$ cat config.mk
export PLATFORM = sky130hd
export DESIGN_NAME = stall_ctrl
export DESIGN_NICKNAME = d
export VERILOG_FILES = /design/src/rtl/cpu_pkg.sv /design/src/rtl/md_timer.sv /design/src/rtl/stall_ctrl.sv
export SDC_FILE = /design/constraint.sdc
export NUM_CORES = 1
export LEC_CHECK = 0
export CORE_AREA = 2 2 41 43
export DETAILED_ROUTE_END_ITERATION = 8
export DIE_AREA = 0 0 43 45
export DONT_BUFFER_PORTS = 1
export HOLD_SLACK_MARGIN = 0.03
export SLEW_MARGIN = 25
export SYNTH_ARGS = -nofsm -noshare
export SYNTH_HDL_FRONTEND = slang
export SYNTH_HIERARCHICAL = 1
export SYNTH_SLANG_ARGS = --single-unit
$ cat constraint.sdc
create_clock -name clk -period 2.9 [get_ports clk]
set_input_delay 0.29 -clock clk [delete_from_list [all_inputs] [get_ports clk]]
set_output_delay 0.29 -clock clk [all_outputs]
set_load 0.02 [all_outputs]
$ cat src/rtl/cpu_pkg.sv
// Shared definitions for the MIPS core: operand timing encodings,
// multiply/divide latencies and the MDU state encoding.
package cpu_pkg;

    localparam logic [1:0] TUSE_NONE  = 2'd3;
    localparam logic [1:0] TNEW_READY = 2'd0;

    localparam int MULT_CYC_DEF = 5;
    localparam int DIV_CYC_DEF  = 10;
    localparam int CNT_W_DEF    = 4;

    typedef enum logic {
        MD_IDLE = 1'b0,
        MD_BUSY = 1'b1
    } md_state_e;

endpackage

$ cat src/rtl/md_timer.sv
// Multiply/divide busy timer: a down-counter loaded when a mult/div leaves E,
// flagging busy while HI/LO are not yet valid and pulsing done on the last cycle.
module md_timer
    import cpu_pkg::*;
#(
    parameter int MULT_CYC = MULT_CYC_DEF,
    parameter int DIV_CYC  = DIV_CYC_DEF,
    parameter int CNT_W    = CNT_W_DEF
) (
    input  logic clk,
    input  logic reset,
    input  logic start_mult,
    input  logic start_div,
    output logic busy,
    output logic done
);

    md_state_e          state_q, state_d;
    logic [CNT_W-1:0]   cnt_q, cnt_d;

    always_comb begin
        state_d = state_q;
        cnt_d   = cnt_q;
        case (state_q)
            MD_IDLE: begin
                // Division takes priority if both classes are flagged together.
                if (start_div) begin
                    cnt_d   = CNT_W'(DIV_CYC);
                    state_d = MD_BUSY;
                end else if (start_mult) begin
                    cnt_d   = CNT_W'(MULT_CYC);
                    state_d = MD_BUSY;
                end
            end
            MD_BUSY: begin
                if (cnt_q == CNT_W'(1)) begin
                    cnt_d   = '0;
                    state_d = MD_IDLE;
                end else begin
                    cnt_d = cnt_q - CNT_W'(1);
                end
            end
            default: begin
                cnt_d   = '0;
                state_d = MD_IDLE;
            end
        endcase
    end

    always_ff @(posedge clk) begin
        if (reset) begin
            state_q <= MD_IDLE;
            cnt_q   <= '0;
        end else begin
            state_q <= state_d;
            cnt_q   <= cnt_d;
        end
    end

    assign busy = (state_q == MD_BUSY);
    assign done = (state_q == MD_BUSY) && (cnt_q == CNT_W'(1));

endmodule

$ cat src/rtl/stall_ctrl.sv
// Hazard and stall controller: holds PC and F/D and bubbles D/E whenever the
// D instruction needs an operand not yet produced or HI/LO is still pending.
module stall_ctrl
    import cpu_pkg::*;
#(
    parameter int MULT_CYC = MULT_CYC_DEF,
    parameter int DIV_CYC  = DIV_CYC_DEF,
    parameter int CNT_W    = CNT_W_DEF
) (
    input  logic       clk,
    input  logic       reset,
    input  logic [4:0] d_rs,
    input  logic [4:0] d_rt,
    input  logic [1:0] d_tuse_rs,
    input  logic [1:0] d_tuse_rt,
    input  logic       d_is_md,
    input  logic [4:0] e_wa,
    input  logic [4:0] m_wa,
    input  logic [1:0] e_tnew,
    input  logic [1:0] m_tnew,
    input  logic       e_start_mult,
    input  logic       e_start_div,
    output logic       pc_we,
    output logic       fd_we,
    output logic       de_clr,
    output logic       md_busy,
    output logic       md_done
);

    logic stall_rs, stall_rt, stall_md, stall;

    md_timer #(
        .MULT_CYC (MULT_CYC),
        .DIV_CYC  (DIV_CYC),
        .CNT_W    (CNT_W)
    ) u_md_timer (
        .clk        (clk),
        .reset      (reset),
        .start_mult (e_start_mult),
        .start_div  (e_start_div),
        .busy       (md_busy),
        .done       (md_done)
    );

    // A stall is needed only when the producer's result arrives later than the
    // consumer's use; tuse of TUSE_NONE can never be below any tnew.
    always_comb begin
        stall_rs = (d_rs != 5'd0) &&
                   (((d_rs == e_wa) && (d_tuse_rs < e_tnew)) ||
                    ((d_rs == m_wa) && (d_tuse_rs < m_tnew)));
        stall_rt = (d_rt != 5'd0) &&
                   (((d_rt == e_wa) && (d_tuse_rt < e_tnew)) ||
                    ((d_rt == m_wa) && (d_tuse_rt < m_tnew)));
        stall_md = d_is_md && (md_busy || e_start_mult || e_start_div);
        stall    = stall_rs || stall_rt || stall_md;
    end

    assign pc_we  = !stall;
    assign fd_we  = !stall;
    assign de_clr = stall;

endmodule

Word-level counts from Yosys, hierarchy flattened
Cells that the tools add are included.

cells by class
  bitwise logic cells = 1
  add/sub/neg operators = 1
  reduce and logical (&&, ||, !) cells = 17
  order comparisons = 4
  multiplexer cells = 8
  equal/unequal tests = 6

operators with widths
  kind                                                 number
  equality test 5 bit                                  4
  two-way mux 4 bit                                    3
  nonzero test 5 bit                                   2
  logical AND 1 bit                                    8
  less-than comparator 2 bit                           4
  one-hot mux 4 bit (2 select lines)                   1
  logical OR 1 bit                                     6
  equality test 4 x 1 -> 1 bit, second input constant  1
  subtractor 4 x 1 -> 4 bit, second input constant     1
  two-way mux 1 bit                                    3
  inequality test 3 bit, second input constant         1
  one-hot mux 1 bit (2 select lines)                   1
  zero test 1 bit                                      1
  inverter 1 bit                                       1

word-level totals
  word-level logic and storage cells = 39
  output and inout bits = 5
  bits in registers = 5
  bits of input ports = 33

Longest topological paths before layout
Gate-level depths: netlist of the first run.

  depth in word-level cells = 7
  depth in mapped cells = 7
  gate-level depth less buffers = 6

Cells and area by module
Netlist of the first run, hierarchy kept.

modules (own cells, without submodules)
  module      cells an instance  times used  seq. area each (µm²)  area each (µm²)
  stall_ctrl  49                 1           0.0                   377.9
  md_timer    30                 1           100.1                 262.8

Worst setup path after synthesis of the first run
No wires, ideal clock.

  path type = input-to-output
  start point = input d_rs[0]
  end point = output pc_we
  buffers on the path = 1
  setup slack = 0.855 ns
  arrival = 1.755 ns
  stages = 5
  required time = 2.610 ns
  cell sequence = or4_1 > nor2_1 > a21oi_1 > nor3_1 > buf_4

on the way
  word-level cells in the longest chain between the ends = 7
  elaborated cells between the ends (all ways) = 10
  those cells by class = eq/ne (2); reduce/logical (8)

RTL lines
  item                                    line                                source
  start: declaration                      stall_ctrl.sv:12                    input logic [4:0] d_rs,
  equality test 5 bit (on tied branches)  stall_ctrl.sv:49, stall_ctrl.sv:50
  logical AND 1 bit (on tied branches)    stall_ctrl.sv:49, stall_ctrl.sv:50
  logical OR 1 bit                        stall_ctrl.sv:49                    (((d_rs == e_wa) && (d_tuse_rs < e_tnew)) ||
  logical AND 1 bit (*)                   stall_ctrl.sv:48                    stall_rs = (d_rs != 5'd0) &&
  logical OR 1 bit (*) (2 in a row)       stall_ctrl.sv:55                    stall = stall_rs || stall_rt || stall_md;
  zero test 1 bit (*)                     -
  end: declaration                        stall_ctrl.sv:23                    output logic pc_we,

Every way passes the cells marked *; elsewhere a longest branch is shown, timed or not.

Final worst setup path of the first run
  start point = input e_tnew[1]
  end point = output pc_we

on the way
  word-level cells in the longest chain between the ends = 7
  elaborated cells between the ends (all ways) = 11
  those cells by class = order compare (2); reduce/logical (9)

RTL lines
  item                                           line                                source
  start: declaration                             stall_ctrl.sv:19                    input logic [1:0] e_tnew,
  less-than comparator 2 bit (on tied branches)  stall_ctrl.sv:49, stall_ctrl.sv:52
  logical AND 1 bit (on tied branches)           stall_ctrl.sv:49, stall_ctrl.sv:52
  logical OR 1 bit (on tied branches)            stall_ctrl.sv:49, stall_ctrl.sv:52
  logical AND 1 bit (on tied branches)           stall_ctrl.sv:48, stall_ctrl.sv:51
  logical OR 1 bit (*) (2 in a row)              stall_ctrl.sv:55
  zero test 1 bit (*)                            -

Marks and branches as above.

==> results of run 1 <==
[cells in the final DEF (no fill, tap or decap), drive strengths merged, types with 4 or more instances in the layout]
cell / instances
xnor2: 11
nand2: 4
ha: 6
inv: 6
clkbuf: 4
nand4: 4
dfxtp: 5
xor2: 9
[registers in the layout, indices dropped and copies added, names as in the netlist]
name / cells
u_md_timer/busy: 1
u_md_timer/cnt_q: 4
[critical path, cell delays in order]
cell	delay, ns
inv_1	0.04
ha_1	0.26
a2111oi_0	0.45
nand4_1	0.15
a21oi_1	0.24
nor3_1	0.09
buf_4	0.18
[final timing paths]
path / endpoint / cells past startpoint
worst max-delay path: pc_we / 7
worst min register to register: u_md_timer/cnt_q[1] / 2
worst min-delay path: u_md_timer/cnt_q[0] / 1
worst max register to register: u_md_timer/cnt_q[3] / 3
[cell families after synthesis]
kind of cell | share of synthesized area [%]
AO/OA/AOI/OAI | 16.0
XOR/XNOR | 27.3
adder cells (fa/ha/maj) | 11.7
buffers and inverters | 5.27
flip-flops | 15.6
AND/OR/NAND/NOR | 24.0
[final cells by class]
cell class,count,share of cell area [%]
inverter,6,3.30
tap,16,2.93
sequential,5,14.7
multi-input combinational,66,74.2
clock buffer,4,3.85
timing repair buffer,1,1.10
[layer usage]
layer  global-route usage (%)  up-vias  share of wire [%]
met4                     7.27        0                1.6
li1                         -      295                  -
met1                     21.5      248                 43
met5                        0        -                  0
met3                     8.40        4                 12
met2                     23.3       27                 43
[metrics by stage]
stage          power (W)  hold WS [ns]
2_1_floorplan   0.000151         0.359
3_3_place_gp    0.000162         0.367
3_5_place_dp    0.000162         0.365
4_1_cts         0.000246         0.105
5_1_grt         0.000265        0.0959
6_report        0.000243         0.111
[report_power, final]
group          switching [W]  leakage [nW]   total, W  internal [W]
Combinational      0.0000350         0.202  0.0000744     0.0000395
Sequential         0.0000105        0.0417  0.0000869     0.0000764
Clock              0.0000292        0.0150  0.0000812     0.0000520
==> out/qor.csv, run 1 <==
stage,metric,value,unit
timing,layout_min_cycle_time,1.99,ns
timing,hold_viol,0,
floorplanning,core,1470,sq um
global_route,grt_pass1_vias,546,
min_path,hp-class,input pin to register,
clocking,clock_latency,0.25,ns
critical_path,r2r_slack,1.52,ns
synthesis,synth_edf_count,0,
routing,ant_nets,0,
placement,port_buffers,0,
timing,fin_ws,0.914,ns
timing,slew_viol_final,0,
run,max_cap_viol_count,0,
clocking,cts_buffers,3,
clocking,ctsResizeCount,0,
status,status,"finished, final reports clean",
global_route,grt.total_usage,16.6,%
synthesis,synth_seq_cells,5,
timing,relSlewSlack,66.1,%
finish,utilization,46.4,%
critical_path,cp-startpoint,e_tnew[1],
clocking,cts_max_level,1,
global_route,gr-total-overflow,0,
finish,fin_area,683,sq um
timing,worst_slew_pin_slew,0.508,ns
timing,fmax,503,MHz
clocking,cts_root_buf,clkbuf_4,
floorplanning,initial_utilization,43.5,%
routing,post_drt_wl_per_cell,14.6,um
clocking,clkTransAtPathRegs,0.04,ns
finish,drive_gt1_share,7.32,%
finish,regArea,100,sq um
synthesis,yosysTopAreaCell,dfxtp_1,
timing,worst_clock_skew,0.00378,ns
synthesis,synth.area.top_cells,"dfxtp_1 16%, xnor2_1 15%, xor2_1 12%",
clocking,clock_sinks,5,
critical_path,crit_path_start_kind,input pin,
power_and_ir_drop,power_density,355,nW/um^2
floorplanning,die_y,45,um
synthesis,synth_top_flop_cell,dfxtp_1,
synthesis,synthArstFlopShare,0,%
critical_path,cp-end-kind,output port,
clocking,cts_setup_buffers,0,
floorplanning,dieWidth,43,um
routing,routed_wirelength,1430,um
min_path,min_from,reset,
routing,first_pass_iters,4,
timing,period_share,68.5,%
finish,final_nets,122,
synthesis,synth_warnings,6,
floorplanning,io_pins,38,
critical_path,cp_data_arrival_time,1.70,ns
finish,multi_input_area,507,sq um
placement,placed_cells,94,
critical_path,cp_max_fo,2,
synthesis,synth_area,641,sq um
synthesis,ys_types,26,
routing,dr.first_iter.drc_count,12,
synthesis,synth_fp_nets,118,
placement,pre_cts_slack,0.922,ns
synthesis,syn_inst,79,
floorplanning,rows,14,
synthesis,synth_top_area_share,15.6,%
routing,avgViaCountPerCell,5.86,
global_route,grt_max_degree,12,
floorplanning,dieArea,1940,sq um
clocking,cts_hold_buf,0,
timing,setup_viol,0,
critical_path,worstReg2RegStart,u_md_timer/cnt_q[2],
placement,placed_cell_area,657,sq um
power_and_ir_drop,p_leak,0.259,nW
routing,drcViolationCount,0,
placement,dp_hpwl,1210,um
finish,fin_cells,98,
global_route,grt_pass1_wl,2350,um
power_and_ir_drop,ir_worst_vdd,0.213,mV
synthesis,yosysSeqAreaShare,15.6,%
global_route,antenna_found_initial,0,
placement,gp_congestion,0.860,
critical_path,path_class,input pin to output port,
synthesis,synthTopCellsByCount,"11 x xnor2_1, 9 x xor2_1, 6 x ha_1, 6 x inv_1, 5 x dfxtp_1",
routing,vias,574,
timing,rsz0062_at_grt,false,
clocking,clock_path_buffers,2,
finish,n_fill_cell,143,
timing,finalSetupTns,0,ns
finish,antenna_cells,0,
synthesis,syn_area_per_cell,8.11,sq um
clocking,cts_tree,built,
synthesis,synth.most_common_cell,xnor2_1,
critical_path,cp.required,2.61,ns
finish,area_growth,6.64,%
Note: power is estimated with default switching activity, not from simulation.
==> inputs of run 2 (changes only) <==
- clock period: 2.9 -> 1.7 ns (I/O delays scaled with it)
==> run 2 against run 1 <==
Largest cell class unchanged. Critical endpoint unchanged. Sequential share of layout area shrank 1.1 points. Flip-flop and latch count unchanged. Highest routed layer unchanged. First-iteration DRC count grew 100%. Die area unchanged. Clock power up 75%. Count of clock-buffer cells in the layout did not move.
==> out/qor.csv, run 2 (same netlist as run 1, synthesis figures left out) <==
stage,metric,value,unit
placement,pre_cts_slack,-0.0816,ns
power_and_ir_drop,ir_worst_vdd,0.372,mV
timing,rsz0062_at_grt,false,
timing,period_share,95.1,%
run,max_cap_viol_count,0,
finish,antenna_cells,0,
routing,drcViolationCount,0,
clocking,clock_latency,0.25,ns
global_route,grt_max_degree,11,
clocking,clock_path_buffers,2,
global_route,grt_pass1_vias,599,
timing,fmax,619,MHz
critical_path,cp_data_arrival_time,1.45,ns
clocking,cts_root_buf,clkbuf_4,
timing,worst_slew_pin_slew,0.327,ns
placement,port_buffers,0,
critical_path,critPathSlowestCell,a2111oi_2,
finish,final_nets,124,
finish,drive_gt1_share,16.7,%
critical_path,crit_path_start_kind,input pin,
timing,layout_min_cycle_time,1.62,ns
timing,slew_viol_final,0,
global_route,antenna_found_initial,0,
finish,final_cell_mix,"11 x xnor2_1, 9 x xor2_1, 6 x inv_1, 6 x ha_1, 5 x dfxtp_1",
routing,routed_wirelength,1630,um
global_route,gr-total-overflow,0,
critical_path,cp.required,1.53,ns
finish,layout_commonest_cell,xnor2_1,
floorplanning,io_pins,38,
floorplanning,rows,14,
timing,fin_ws,0.0839,ns
power_and_ir_drop,p_seq_share,31.8,%
power_and_ir_drop,intPower,0.000300,W
routing,dr.first_iter.drc_count,24,
routing,post_drt_wl_per_cell,16.3,um
floorplanning,initial_utilization,43.5,%
floorplanning,core,1470,sq um
power_and_ir_drop,power_density,602,nW/um^2
timing,setup_viol,0,
power_and_ir_drop,p_leak,0.272,nW
global_route,grt_pass1_wl,2520,um
routing,first_pass_iters,4,
clocking,clock_sinks,5,
timing,hold_viol,0,
critical_path,path_cells,inv_1 > ha_1 > a2111oi_2 > nand4_1 > a21oi_2 > nor3_2 > buf_4,
floorplanning,dieWidth,43,um
critical_path,cp_max_fo,2,
clocking,cts_buffers,3,
min_path,hp-class,input pin to register,
timing,relSlewSlack,78.2,%
status,status,"finished, final reports clean",
floorplanning,dieArea,1940,sq um
critical_path,path_class,input pin to output port,
power_and_ir_drop,fin_total_pwr,0.000444,W
power_and_ir_drop,switchingPower,0.000144,W
placement,placed_cells,95,
critical_path,crit_family,compound AO/OA/AOI/OAI gates,
routing,ant_nets,0,
clocking,clkTransAtPathRegs,0.04,ns
clocking,cts_setup_buffers,0,
power_and_ir_drop,clockPowerShare,31.9,%
critical_path,cp-end-kind,output port,
routing,avgViaCountPerCell,5.99,
finish,largest_register_ffs,4,
floorplanning,die_y,45,um
timing,worst_clock_skew,0.00411,ns
finish,top_register,u_md_timer/cnt_q,
global_route,grt.total_usage,18.0,%
critical_path,cpPeakStageDelay,0.35,ns
timing,whs,0.0949,ns
finish,regArea,100,sq um
clocking,cts_tree,built,
finish,n_fill_cell,158,
clocking,cts_max_level,1,
finish,area_growth,15.0,%
placement,dp_hpwl,1290,um
finish,multi_input_area,543,sq um
placement,gp_congestion,0.871,
power_and_ir_drop,combPwrFrac,36.3,%
critical_path,path_buf_inv,2,
finish,fin_cells,100,
power_and_ir_drop,p_sw_share,32.5,%
finish,utilization,50.1,%
routing,vias,599,
## run 2: cell types whose count changed in the layout (fill, tap and decap cells not counted), sizes merged
cell | before | now
buf | 1 | 2
dlygate4sd3 | 0 | 1
## run 2: per-layer routing
layer	GRT usage [%]	routed length (um)	part of all wire, %
met5	0	0	0
met4	5.45	9	0.55
met3	8.80	152	9.3
met2	26.1	781	48
met1	23.7	688	42
## run 2: timing repair
item                                   in CTS  in global routing
hold buffers                                1                  0
endpoints found under the hold margin       5                  0
setup endpoints to repair                   3                  3
gates resized for setup                     3                  6
## run 2: power groups by stage
stage | logic [W] | registers, W | clock network [W]
3_5_place_dp | 0.000139 | 0.000143 | 0
3_3_place_gp | 0.000140 | 0.000143 | 0
4_1_cts | 0.000147 | 0.000141 | 0.000147
5_1_grt | 0.000178 | 0.000143 | 0.000158
2_1_floorplan | 0.000117 | 0.000143 | 0
6_report | 0.000161 | 0.000141 | 0.000142
## run 2: final timing paths
check | from | end | slack [ns] | cells after the start
worst min register to register | u_md_timer/cnt_q[1] | u_md_timer/cnt_q[1] | 0.49 | 2
worst min-delay path | e_start_div | u_md_timer/cnt_q[0] | 0.09 | 2
worst max register to register | u_md_timer/cnt_q[2] | u_md_timer/cnt_q[3] | 0.32 | 3
worst max-delay path | m_tnew[1] | pc_we | 0.08 | 7
## run 2: final cells by class
cell class / instances / area share (%)
Clock buffer: 4 / 3.57
Inverter: 6 / 3.06
Multi-Input combinational cell: 66 / 73.7
Sequential cell: 5 / 13.6
Tap cell: 16 / 2.72
Timing Repair Buffer: 3 / 3.40
## run 2: metrics by stage
stage / TNS (ns) / area (sq um)
2_1_floorplan: 0 / 646
3_3_place_gp: -0.315 / 669
5_1_grt: 0 / 737
4_1_cts: 0 / 716
6_report: 0 / 737
3_5_place_dp: -0.229 / 669
==> inputs of run 3 (changes only) <==
- ABC_AREA: not set -> 1
- ABC_CLOCK_PERIOD_IN_PS: not set -> 1700
- CELL_PAD_IN_SITES_DETAIL_PLACEMENT: not set -> 2
- CELL_PAD_IN_SITES_GLOBAL_PLACEMENT: not set -> 2
- CORE_AREA: 2 2 41 43 -> 2 2 55 68
- DIE_AREA: 0 0 43 45 -> 0 0 57 70
- PLACE_DENSITY_LB_ADDON: not set -> 0.1
==> run 3 against run 2 <==
Non-clock buffer count is 1 lower. Critical path depth is 5 lower. First-iteration DRC count down 75%. Flip-flop and latch count unchanged. Synthesized cell count is 99% higher. Critical endpoint is now md_done. Largest cell class unchanged. Highest routed layer unchanged.
==> out/qor.csv, run 3 <==
stage,metric,value,unit
critical_path,path_class,register to output port,
synthesis,syn_area_per_cell,5.14,sq um
critical_path,r2r_slack,0.37,ns
global_route,grt_max_degree,7,
finish,area_growth,13.5,%
critical_path,cp-end-kind,output port,
min_path,hp-class,input pin to register,
power_and_ir_drop,p_leak,0.543,nW
global_route,antenna_found_initial,0,
synthesis,yosysSeqAreaShare,12.4,%
timing,layout_min_cycle_time,1.51,ns
timing,fmax,661,MHz
critical_path,r2r_end,u_md_timer/busy,
clocking,clkTransAtPathRegs,0.04,ns
finish,final_nets,202,
critical_path,cp_max_fo,6,
global_route,gr-total-overflow,0,
finish,fin_cells,201,
synthesis,synth_area,807,sq um
critical_path,reg2regPathDepth,3,
placement,gp_congestion,0.738,
finish,antenna_cells,0,
run,max_cap_viol_count,0,
clocking,cts_buffers,3,
placement,dp_hpwl,2670,um
floorplanning,io_pins,38,
power_and_ir_drop,fin_total_pwr,0.000554,W
floorplanning,core,3420,sq um
timing,rsz0062_at_grt,false,
finish,top_register,u_md_timer/cnt_q,
floorplanning,rows,24,
routing,first_pass_iters,2,
clocking,clock_sinks,5,
timing,relSlewSlack,68.0,%
timing,worst_clock_skew,0.00184,ns
timing,slew_viol_final,0,
synthesis,syn_inst,157,
timing,period_share,89.0,%
routing,dr.first_iter.drc_count,6,
synthesis,synth_top_area_share,26.5,%
placement,placed_cells,196,
finish,largest_register_ffs,4,
global_route,grt.total_usage,15.6,%
synthesis,synth_warnings,6,
synthesis,yosysTopAreaCell,nand2_1,
power_and_ir_drop,power_density,604,nW/um^2
routing,drcViolationCount,0,
routing,vias,972,
critical_path,critPathSlowestCell,dfxtp_1,
critical_path,cpPeakStageDelay,0.55,ns
timing,whs,0.119,ns
floorplanning,dieWidth,57,um
power_and_ir_drop,switchingPower,0.000191,W
finish,final_cell_mix,"57 x nand2_1, 33 x inv_1, 17 x nor2_1",
synthesis,synth_seq_cells,5,
finish,multi_input_area,577,sq um
finish,utilization,26.8,%
clocking,cts_root_buf,clkbuf_8,
critical_path,path_cells,inv_1 > nor2_1,
critical_path,cp-startpoint,u_md_timer/busy,
finish,drive_gt1_share,4.94,%
power_and_ir_drop,clockPowerShare,39.5,%
finish,n_fill_cell,463,
power_and_ir_drop,intPower,0.000363,W
floorplanning,die_y,70,um
power_and_ir_drop,combPwrFrac,33.8,%
synthesis,synth_top_flop_cell,dfxtp_1,
clocking,cts_setup_buffers,0,
synthesis,synth_edf_count,0,
timing,hold_viol,0,
finish,layout_commonest_cell,nand2_1,
placement,port_buffers,0,
routing,post_drt_wl_per_cell,14.7,um
routing,ant_nets,0,
clocking,clock_latency,0.22,ns
critical_path,cp_data_arrival_time,1.34,ns
clocking,cts_max_level,1,
global_route,grt_pass1_wl,4850,um
synthesis,synthArstFlopShare,0,%
timing,worst_slew_pin_slew,0.478,ns
critical_path,crit_path_start_kind,register,
synthesis,synth.area.top_cells,"nand2_1 27%, inv_1 15%, dfxtp_1 12%",
floorplanning,initial_utilization,23.6,%
critical_path,cp.required,1.53,ns
floorplanning,dieArea,3990,sq um
routing,avgViaCountPerCell,4.84,
finish,regArea,100,sq um
synthesis,synth.most_common_cell,nand2_1,
clocking,clock_path_buffers,2,
power_and_ir_drop,p_seq_share,26.7,%
critical_path,worstReg2RegStart,u_md_timer/busy,
synthesis,synth_fp_nets,196,
power_and_ir_drop,ir_worst_vdd,0.349,mV
synthesis,synthTopCellsByCount,"57 x nand2_1, 33 x inv_1, 17 x nor2_1, 9 x nand3_1, 9 x o21ai_0",
power_and_ir_drop,p_sw_share,34.4,%
clocking,cts_tree,built,
critical_path,crit_end,md_done,
global_route,grt_pass1_vias,1076,
status,status,"finished, final reports clean",
timing,setup_viol,0,
routing,routed_wirelength,2960,um
timing,finalSetupTns,0,ns
synthesis,ys_types,18,
==> run 3: worst min path at each step <==
stage	start	depth (start not counted)	end	slack [ns]
6_report	reset	3	u_md_timer/cnt_q[0]	0.12
5_1_grt	reset	3	u_md_timer/cnt_q[2]	0.15
4_1_cts	reset	3	u_md_timer/cnt_q[0]	0.12
2_1_floorplan	reset	1	u_md_timer/cnt_q[1]	0.24
3_5_place_dp	reset	1	u_md_timer/cnt_q[1]	0.25
3_3_place_gp	reset	1	u_md_timer/cnt_q[1]	0.24
==> run 3: final cells by class <==
class | instances | share of cell area, %
multi-input combinational | 117 | 63.0
inverter | 34 | 13.9
sequential | 5 | 10.9
tap | 39 | 5.33
clock buffer | 4 | 4.92
timing repair buffer | 2 | 1.91
==> run 3: power groups by stage <==
stage / Sequential, W / Clock (W) / Combinational (W)
2_1_floorplan: 0.000144 / 0 / 0.000146
3_3_place_gp: 0.000149 / 0 / 0.000180
3_5_place_dp: 0.000149 / 0 / 0.000189
4_1_cts: 0.000148 / 0.000225 / 0.000192
5_1_grt: 0.000150 / 0.000236 / 0.000220
6_report: 0.000148 / 0.000219 / 0.000187
==> run 3: metrics by stage <==
| stage | worst slack, ns | instance area, sq um |
|---|---|---|
| final | 0.187 | 916 |
| after global routing | 0.0941 | 916 |
| after CTS | 0.0580 | 911 |
| after detailed placement | 0.280 | 856 |
| after global placement | 0.271 | 856 |
| after floorplan | 0.109 | 807 |
==> run 3: cell families (layout without fill, tap and decap cells) <==
kind of cell             count (synthesis)  in the layout  share of synthesized area [%]
XOR/XNOR                                 3              3                           3.26
flip-flops                               5              5                           12.4
AO/OA/AOI/OAI                           21             21                           15.0
AND/OR/NAND/NOR                         87             87                           43.3
buffers and inverters                   35             40                           16.7
adder cells (fa/ha/maj)                  6              6                           9.30
==> run 3: critical path, delay by kind of cell, from the launching register on <==
kind	cells	cell delay, ns
flops	1	0.55
buf+inv	1	0.15
simple gates	1	0.42
==> run 3: layer usage <==
metal  up-vias  global-route usage (%)  part of all wire [%]
li1        486                       -                     -
met1       466                    13.6                    34
met2        18                    34.1                    61
met3         2                    2.04                   4.3
met4         0                    4.65                  0.41
met5         -                       0                     0
==> run 3: what timing repair did <==
action | CTS | global route
setup endpoints to repair | 0 | 2
gates resized for setup | 0 | 1
hold buffers | 1 | 0
endpoints found under the hold margin | 2 | 0
